[src/rtl/bp_be_late_wb_arbiter_pkg.sv]
// Shared back-end types for the late-writeback arbiter: source encoding and fflags width.
package bp_be_pkg;

    localparam int fflags_width_gp = 5;

    // Encodes both the current grant and the round-robin pointer.
    typedef enum logic {
        e_late_src_int = 1'b0,
        e_late_src_fp  = 1'b1
    } bp_be_late_wb_src_e;

endpackage

[src/rtl/bp_be_late_wb_arbiter_if.sv]
// Bundle of the two long-pipe writeback streams and the shared late-writeback port.
// master = long pipe / register-file side, slave = the arbiter.
interface bp_be_late_wb_arbiter_if
    import bp_be_pkg::*;
#(
    parameter int reg_addr_width_p = 5,
    parameter int idata_width_p    = 64,
    parameter int fdata_width_p    = 66
);

    logic                        iwb_v_i;
    logic [reg_addr_width_p-1:0] iwb_rd_addr_i;
    logic [idata_width_p-1:0]    iwb_data_i;
    logic                        iwb_yumi_o;

    logic                        fwb_v_i;
    logic [reg_addr_width_p-1:0] fwb_rd_addr_i;
    logic [fdata_width_p-1:0]    fwb_data_i;
    logic [fflags_width_gp-1:0]  fwb_fflags_i;
    logic                        fwb_yumi_o;

    logic                        late_v_o;
    logic                        late_ready_and_i;
    logic                        late_ird_w_v_o;
    logic                        late_frd_w_v_o;
    logic [reg_addr_width_p-1:0] late_rd_addr_o;
    logic [fdata_width_p-1:0]    late_rd_data_o;
    logic                        late_fflags_w_v_o;
    logic [fflags_width_gp-1:0]  late_fflags_o;
    logic                        busy_o;

    modport master (
        output iwb_v_i, iwb_rd_addr_i, iwb_data_i,
        output fwb_v_i, fwb_rd_addr_i, fwb_data_i, fwb_fflags_i,
        output late_ready_and_i,
        input  iwb_yumi_o, fwb_yumi_o,
        input  late_v_o, late_ird_w_v_o, late_frd_w_v_o, late_rd_addr_o,
        input  late_rd_data_o, late_fflags_w_v_o, late_fflags_o, busy_o
    );

    modport slave (
        input  iwb_v_i, iwb_rd_addr_i, iwb_data_i,
        input  fwb_v_i, fwb_rd_addr_i, fwb_data_i, fwb_fflags_i,
        input  late_ready_and_i,
        output iwb_yumi_o, fwb_yumi_o,
        output late_v_o, late_ird_w_v_o, late_frd_w_v_o, late_rd_addr_o,
        output late_rd_data_o, late_fflags_w_v_o, late_fflags_o, busy_o
    );

endinterface

[src/rtl/bp_be_late_wb_slot.sv]
// One-entry holding slot; accepts a new entry whenever empty or draining this cycle.
module bp_be_late_wb_slot #(
    parameter int width_p = 1
) (
    input  logic               clk_i,
    input  logic               reset_n_i,
    input  logic               v_i,
    input  logic [width_p-1:0] data_i,
    output logic               yumi_o,
    output logic               v_o,
    output logic [width_p-1:0] data_o,
    input  logic               drain_i
);

    logic               full;
    logic [width_p-1:0] data_r;

    // Gated by reset so no source is released while the core is held in reset.
    assign yumi_o = v_i & reset_n_i & (~full | drain_i);
    assign v_o    = full;
    assign data_o = data_r;

    always_ff @(posedge clk_i or negedge reset_n_i) begin
        if (!reset_n_i) begin
            full   <= 1'b0;
            data_r <= '0;
        end else if (yumi_o) begin
            full   <= 1'b1;
            data_r <= data_i;
        end else if (drain_i) begin
            full   <= 1'b0;
        end
    end

endmodule

[src/rtl/bp_be_late_wb_arbiter.sv]
// Merges integer div/rem and FP div/sqrt late writebacks onto one register-file port.
// BP_BE_LATE_WB_RR_EN selects round-robin; otherwise integer has fixed priority over FP.
module bp_be_late_wb_arbiter
    import bp_be_pkg::*;
#(
    parameter int reg_addr_width_p = 5,
    parameter int idata_width_p    = 64,
    parameter int fdata_width_p    = 66
) (
    input logic                    clk_i,
    input logic                    reset_n_i,
    bp_be_late_wb_arbiter_if.slave wb
);

    localparam int ipay_w = reg_addr_width_p + idata_width_p;
    localparam int fpay_w = reg_addr_width_p + fdata_width_p + fflags_width_gp;

    logic              int_full, fp_full, int_drain, fp_drain;
    logic [ipay_w-1:0] int_pay;
    logic [fpay_w-1:0] fp_pay;
    logic              late_v, grant_int, grant_fp;
    logic              hold_v;
    bp_be_late_wb_src_e arb_src, grant, hold_src;

    bp_be_late_wb_slot #(.width_p(ipay_w)) int_slot (
        .clk_i    (clk_i),
        .reset_n_i(reset_n_i),
        .v_i      (wb.iwb_v_i),
        .data_i   ({wb.iwb_rd_addr_i, wb.iwb_data_i}),
        .yumi_o   (wb.iwb_yumi_o),
        .v_o      (int_full),
        .data_o   (int_pay),
        .drain_i  (int_drain)
    );

    bp_be_late_wb_slot #(.width_p(fpay_w)) fp_slot (
        .clk_i    (clk_i),
        .reset_n_i(reset_n_i),
        .v_i      (wb.fwb_v_i),
        .data_i   ({wb.fwb_rd_addr_i, wb.fwb_data_i, wb.fwb_fflags_i}),
        .yumi_o   (wb.fwb_yumi_o),
        .v_o      (fp_full),
        .data_o   (fp_pay),
        .drain_i  (fp_drain)
    );

`ifdef BP_BE_LATE_WB_RR_EN
    bp_be_late_wb_src_e last_fp;

    always_ff @(posedge clk_i or negedge reset_n_i) begin
        if (!reset_n_i)
            last_fp <= e_late_src_int;
        else if (int_drain | fp_drain)
            last_fp <= grant;
    end
`endif

    always_comb begin
        arb_src = e_late_src_int;
        if (int_full & fp_full) begin
`ifdef BP_BE_LATE_WB_RR_EN
            arb_src = (last_fp == e_late_src_int) ? e_late_src_fp : e_late_src_int;
`else
            arb_src = e_late_src_int;
`endif
        end else if (fp_full) begin
            arb_src = e_late_src_fp;
        end
    end

    // A stalled grant is frozen so a slot filling mid-stall cannot swap the payload.
    always_ff @(posedge clk_i or negedge reset_n_i) begin
        if (!reset_n_i) begin
            hold_v   <= 1'b0;
            hold_src <= e_late_src_int;
        end else begin
            hold_v   <= late_v & ~wb.late_ready_and_i;
            hold_src <= grant;
        end
    end

    assign grant     = hold_v ? hold_src : arb_src;
    assign late_v    = int_full | fp_full;
    assign grant_int = late_v & (grant == e_late_src_int);
    assign grant_fp  = late_v & (grant == e_late_src_fp);
    assign int_drain = grant_int & wb.late_ready_and_i;
    assign fp_drain  = grant_fp & wb.late_ready_and_i;

    logic [reg_addr_width_p-1:0] rd_addr;
    logic [fdata_width_p-1:0]    rd_data;
    logic [fflags_width_gp-1:0]  fflags;

    always_comb begin
        rd_addr = '0;
        rd_data = '0;
        fflags  = '0;
        if (grant_fp) begin
            {rd_addr, rd_data, fflags} = fp_pay;
        end else if (grant_int) begin
            rd_addr = int_pay[ipay_w-1 -: reg_addr_width_p];
            rd_data = fdata_width_p'(int_pay[idata_width_p-1:0]);
        end
    end

    assign wb.late_v_o          = late_v;
    assign wb.late_ird_w_v_o    = grant_int;
    assign wb.late_frd_w_v_o    = grant_fp;
    assign wb.late_fflags_w_v_o = grant_fp;
    assign wb.late_rd_addr_o    = rd_addr;
    assign wb.late_rd_data_o    = rd_data;
    assign wb.late_fflags_o     = fflags;
    assign wb.busy_o            = late_v;

endmodule

[src/flat_wrapper.sv]
// flat-port wrapper written by rule: the top's interface ports become plain ports
module bp_be_late_wb_arbiter_flat import bp_be_pkg::*;
#(
    parameter int reg_addr_width_p = 5,
    parameter int idata_width_p    = 64,
    parameter int fdata_width_p    = 66
)
  (clk_i, reset_n_i, wb_iwb_v_i, wb_iwb_rd_addr_i, wb_iwb_data_i, wb_fwb_v_i, wb_fwb_rd_addr_i, wb_fwb_data_i, wb_fwb_fflags_i, wb_late_ready_and_i, wb_iwb_yumi_o, wb_fwb_yumi_o, wb_late_v_o, wb_late_ird_w_v_o, wb_late_frd_w_v_o, wb_late_rd_addr_o, wb_late_rd_data_o, wb_late_fflags_w_v_o, wb_late_fflags_o, wb_busy_o);
  bp_be_late_wb_arbiter_if #(.reg_addr_width_p(reg_addr_width_p), .idata_width_p(idata_width_p), .fdata_width_p(fdata_width_p)) wb_i ();
  input logic clk_i;
  input logic reset_n_i;
  input wire logic [$bits(wb_i.iwb_v_i)-1:0] wb_iwb_v_i;
  input wire logic [$bits(wb_i.iwb_rd_addr_i)-1:0] wb_iwb_rd_addr_i;
  input wire logic [$bits(wb_i.iwb_data_i)-1:0] wb_iwb_data_i;
  input wire logic [$bits(wb_i.fwb_v_i)-1:0] wb_fwb_v_i;
  input wire logic [$bits(wb_i.fwb_rd_addr_i)-1:0] wb_fwb_rd_addr_i;
  input wire logic [$bits(wb_i.fwb_data_i)-1:0] wb_fwb_data_i;
  input wire logic [$bits(wb_i.fwb_fflags_i)-1:0] wb_fwb_fflags_i;
  input wire logic [$bits(wb_i.late_ready_and_i)-1:0] wb_late_ready_and_i;
  output wire logic [$bits(wb_i.iwb_yumi_o)-1:0] wb_iwb_yumi_o;
  output wire logic [$bits(wb_i.fwb_yumi_o)-1:0] wb_fwb_yumi_o;
  output wire logic [$bits(wb_i.late_v_o)-1:0] wb_late_v_o;
  output wire logic [$bits(wb_i.late_ird_w_v_o)-1:0] wb_late_ird_w_v_o;
  output wire logic [$bits(wb_i.late_frd_w_v_o)-1:0] wb_late_frd_w_v_o;
  output wire logic [$bits(wb_i.late_rd_addr_o)-1:0] wb_late_rd_addr_o;
  output wire logic [$bits(wb_i.late_rd_data_o)-1:0] wb_late_rd_data_o;
  output wire logic [$bits(wb_i.late_fflags_w_v_o)-1:0] wb_late_fflags_w_v_o;
  output wire logic [$bits(wb_i.late_fflags_o)-1:0] wb_late_fflags_o;
  output wire logic [$bits(wb_i.busy_o)-1:0] wb_busy_o;
  assign wb_i.iwb_v_i = wb_iwb_v_i;
  assign wb_i.iwb_rd_addr_i = wb_iwb_rd_addr_i;
  assign wb_i.iwb_data_i = wb_iwb_data_i;
  assign wb_i.fwb_v_i = wb_fwb_v_i;
  assign wb_i.fwb_rd_addr_i = wb_fwb_rd_addr_i;
  assign wb_i.fwb_data_i = wb_fwb_data_i;
  assign wb_i.fwb_fflags_i = wb_fwb_fflags_i;
  assign wb_i.late_ready_and_i = wb_late_ready_and_i;
  assign wb_iwb_yumi_o = wb_i.iwb_yumi_o;
  assign wb_fwb_yumi_o = wb_i.fwb_yumi_o;
  assign wb_late_v_o = wb_i.late_v_o;
  assign wb_late_ird_w_v_o = wb_i.late_ird_w_v_o;
  assign wb_late_frd_w_v_o = wb_i.late_frd_w_v_o;
  assign wb_late_rd_addr_o = wb_i.late_rd_addr_o;
  assign wb_late_rd_data_o = wb_i.late_rd_data_o;
  assign wb_late_fflags_w_v_o = wb_i.late_fflags_w_v_o;
  assign wb_late_fflags_o = wb_i.late_fflags_o;
  assign wb_busy_o = wb_i.busy_o;
  bp_be_late_wb_arbiter #(.reg_addr_width_p(reg_addr_width_p), .idata_width_p(idata_width_p), .fdata_width_p(fdata_width_p)) u_core (.clk_i(clk_i), .reset_n_i(reset_n_i), .wb(wb_i));
endmodule
[config.mk]
export PLATFORM = sky130hd
export DESIGN_NAME = bp_be_late_wb_arbiter_flat
export DESIGN_NICKNAME = d
export VERILOG_FILES = /design/src/rtl/bp_be_late_wb_arbiter_pkg.sv /design/src/rtl/bp_be_late_wb_arbiter_if.sv /design/src/rtl/bp_be_late_wb_slot.sv /design/src/rtl/bp_be_late_wb_arbiter.sv /design/src/flat_wrapper.sv
export SDC_FILE = /design/constraint.sdc
export NUM_CORES = 1
export LEC_CHECK = 0
export ABC_AREA = 1
export ABC_CLOCK_PERIOD_IN_PS = 4450
export CAP_MARGIN = 15
export CORE_MARGIN = 1
export CORE_UTILIZATION = 50
export CTS_BUF_LIST = sky130_fd_sc_hd__clkbuf_4
export DETAILED_ROUTE_END_ITERATION = 8
export PLACE_DENSITY = 0.94
export SLEW_MARGIN = 0
export SYNTH_ARGS = -nofsm -noshare
export SYNTH_HDL_FRONTEND = slang
export SYNTH_HIERARCHICAL = 1
export SYNTH_SLANG_ARGS = --single-unit
export TNS_END_PERCENT = 100
[constraint.sdc]
create_clock -name clk_i -period 4.45 [get_ports clk_i]
set_clock_uncertainty 0.15 [all_clocks]
set_input_delay 0.6675 -clock clk_i [delete_from_list [all_inputs] [get_ports clk_i]]
set_output_delay 0.6675 -clock clk_i [all_outputs]
set_load 0.02 [all_outputs]
==> flow_summary_export.csv <==
group,metric,value,unit
die,coreArea,14500,µm²
clocking,cts_sinks,149,
die,row_count,44,
die,start_util,51.0,%
detailed_routing,drt_iter0_markers,750,
critical_path,cp_cell_sequence,"inv_2, nand3_2, nand2_1, nand2_2, nor2_1, inv_1, nand2_4, nand2_2, inv_1, clkdlybuf4s50_1",
die,die_w,123,µm
critical_path,crit_buf_inv,4,
hold_path,min-delay-start,"u_core/int_slot/data_o[48]$_DFFE_PN0P_",
die,pin_count,233,
critical_path,cp.arrival,3010,ps
run,timing.max_cap.violations,0,
critical_path,rr_endpoint,"u_core/fp_slot/data_o[21]$_DFFE_PN0P_",
layout,drive_gt1_share,5.63,%
logic_synthesis,synth_nets,1078,
detailed_routing,routed_wl,22400,µm
power,finalPower,6.99,mW
logic_synthesis,ys_seq_area_share,50.5,%
logic_synthesis,netlist_area,7380,µm²
timing,tns,0,ps
critical_path,end_kind,"output port",
logic_synthesis,ys_ff_latch,149,
power,pwr-share-comb,56.8,%
logic_synthesis,yosysWarnings,6,
logic_synthesis,syn_avg_cell_area,7.95,µm²
power,switching_power,3.19,mW
critical_path,rr_startpoint,"u_core/int_slot/v_o$_DFFE_PN0P_",
grt,grt_max_degree,113,
timing,fmax,261,MHz
critical_path,crit_family,"simple AND/OR/NAND/NOR gates",
clocking,cts_tree,"done",
power,pwr-share-seq,33.2,%
layout,final_util,67.7,%
placed_design,gp_congestion,0.844,
critical_path,crit_required,3630,ps
critical_path,reg2reg_slack,1450,ps
power,p_int,3.80,mW
timing,setup_viol,0,
power,ir_worst_vdd,0.416,mV
critical_path,critPathKind,"flop to output port",
critical_path,reg2reg_depth,10,
layout,fin_nets,1257,
die,die_area,15200,µm²
critical_path,max_stage_delay,620,ps
clocking,h-tree-depth,4,
hold_path,hp-class,"flop to flop",
grt,grt_pass1_vias,7252,
critical_path,cp_max_fo,23,
clocking,clock_path_buffers,2,
placed_design,dpl.hpwl,14100,µm
detailed_routing,drc_errors,0,
timing,relSlewSlack,42.6,%
hold_path,hold_depth,2,
critical_path,crit_path_top_delay_cell,"clkdlybuf4s50_1",
layout,num-fill-cells,1140,
grt,grt_pass1_wl,35300,µm
clocking,cts_buffers,17,
timing,hold_violations,0,
detailed_routing,drt-vias-per-instance,5.75,
critical_path,crit_path_start_kind,"flop",
timing,finalCritPeriodShare,86.0,%
placed_design,io_buffers,232,
outcome,run_status,"finished, final reports clean",
detailed_routing,vias,7501,
detailed_routing,final_antenna_net_count,0,
grt,antenna_found_initial,1,
logic_synthesis,postSynthCellCount,928,
timing,fin_crit,3820,ps
logic_synthesis,yosysUniqueCellTypes,17,
grt,grt-ovfl-total,0,
power,swShare,45.7,%
clocking,clkLatencyLatePin,530,ps
layout,multi_input_comb_area,3090,µm²
timing,tightest_slew,862,ps
clocking,clk_pin_slew,110,ps
timing,rsz0062_at_grt,"no",
layout,regArea,3730,µm²
die,fp.dieH,123,µm
placed_design,dpl_cell_area,9590,µm²
detailed_routing,wl_per_cell,17.2,µm
layout,area_delta_synth_final,32.9,%
power,p_leak,4.92,nW
power,p_clk_share,10.0,%
timing,drv_slew,0,
hold_path,holdPathEnd,"u_core/int_slot/data_o[48]$_DFFE_PN0P_",
layout,stdcell_area,9810,µm²
grt,grtUsageTotal,30.2,%
detailed_routing,first_pass_iters,8,
clocking,root_buffer,"clkbuf_4",
timing,holdWs,330,ps
power,power_density,713,nW/µm²
[cell type report]
type	count	share of cell area [%]
timing repair buffer	250	25.2
clock inverter	8	0.370
antenna	1	0.0255
inverter	20	0.791
multi-input combinational	669	31.5
clock buffer	23	1.76
tap	184	2.35
sequential	149	38.0
[layout by cell type, fill, tap and decap left out, types with 3 or more instances in the layout]
cell type	synthesis	routed
buf_4	18	16
clkbuf_4	0	23
clkdlybuf4s50_1	0	231
clkinv_1	0	3
clkinv_2	0	5
dfrtp_1	149	149
inv_1	14	14
inv_2	5	5
nand2_1	366	364
nand2_2	6	7
nand2_4	2	3
nand3_1	145	145
nand4_1	138	138
nor2_1	10	10
[how the worst max path moves through the flow]
stage	slack [ps]	startpoint	cells past startpoint	endpoint
floorplan	2030	u_core/fp_slot/v_o$_DFFE_PN0P_	11	wb_fwb_yumi_o
global placement	1260	u_core/int_slot/v_o$_DFFE_PN0P_	10	wb_fwb_yumi_o
detailed placement	1200	u_core/int_slot/v_o$_DFFE_PN0P_	10	wb_fwb_yumi_o
CTS	570	u_core/int_slot/v_o$_DFFE_PN0P_	10	wb_fwb_yumi_o
global route	410	u_core/int_slot/v_o$_DFFE_PN0P_	10	wb_fwb_yumi_o
finish	630	u_core/int_slot/v_o$_DFFE_PN0P_	10	wb_fwb_yumi_o
[what timing repair did]
item                                   4_1_cts  5_1_grt
buffers inserted                             0        0
endpoints found under the hold margin       27        0
hold buffers                                 1        0
gates resized for setup                      0        0
[synthesized netlist by cell type, drive strengths merged]
master | instances | area, µm²
nor3 | 1 | 5.00
clkbuf | 21 | 78.8
dfrtp | 149 | 3730
inv | 20 | 77.6
nand4 | 138 | 863
nand2 | 374 | 1430
buf | 69 | 419
nor2 | 10 | 37.5
nand3 | 146 | 736
[logic make-up after synthesis]
group                  count (synthesis)  share of synthesized area (%)
buffers and inverters                110                           7.80
DFF                                  149                           50.5
and+or+nand+nor                      669                           41.7
[per-layer routing]
metal | track usage [%] | up-vias | wire, µm
met2 | 51.0 | 454 | 11000
li1 | - | 3479 | -
met5 | 0 | - | 0
met3 | 6.69 | 48 | 1970
met1 | 37.4 | 3520 | 8830
met4 | 12.8 | 0 | 627
[power by group through the flow]
| stage | clock network (mW) | registers [mW] | logic, mW |
|---|---|---|---|
| after global routing | 0.776 | 2.40 | 4.30 |
| after detailed placement | 0 | 2.34 | 3.95 |
| after CTS | 0.717 | 2.31 | 3.97 |
| after floorplan | 0 | 2.23 | 2.42 |
| after global placement | 0 | 2.30 | 3.88 |
| final | 0.701 | 2.32 | 3.97 |
[sequential cells by signal (all words and copies together), names as in the netlist]
register	cells
u_core/fp_slot/data_o	76
u_core/fp_slot/v_o	1
u_core/hold_src	1
u_core/hold_v	1
u_core/int_slot/data_o	69
u_core/int_slot/v_o	1
[through the flow]
stage                     setup WS [ps]  instances
after floorplan                    2030        928
after global placement             1260       1271
after detailed placement           1200       1271
after CTS                           574       1303
after global routing                406       1304
final                               625       1304
[worst register-to-register path: stages (launching register included)]
cell,delay (ps)
dfrtp_1,420
inv_2,100
nand3_2,440
nand2_1,320
nand2_2,200
nor2_1,140
inv_1,80
nand2_4,60
buf_4,680
nand3_1,230
nand2_1,120
No activity file was read; power rests on OpenSTA's default activity.
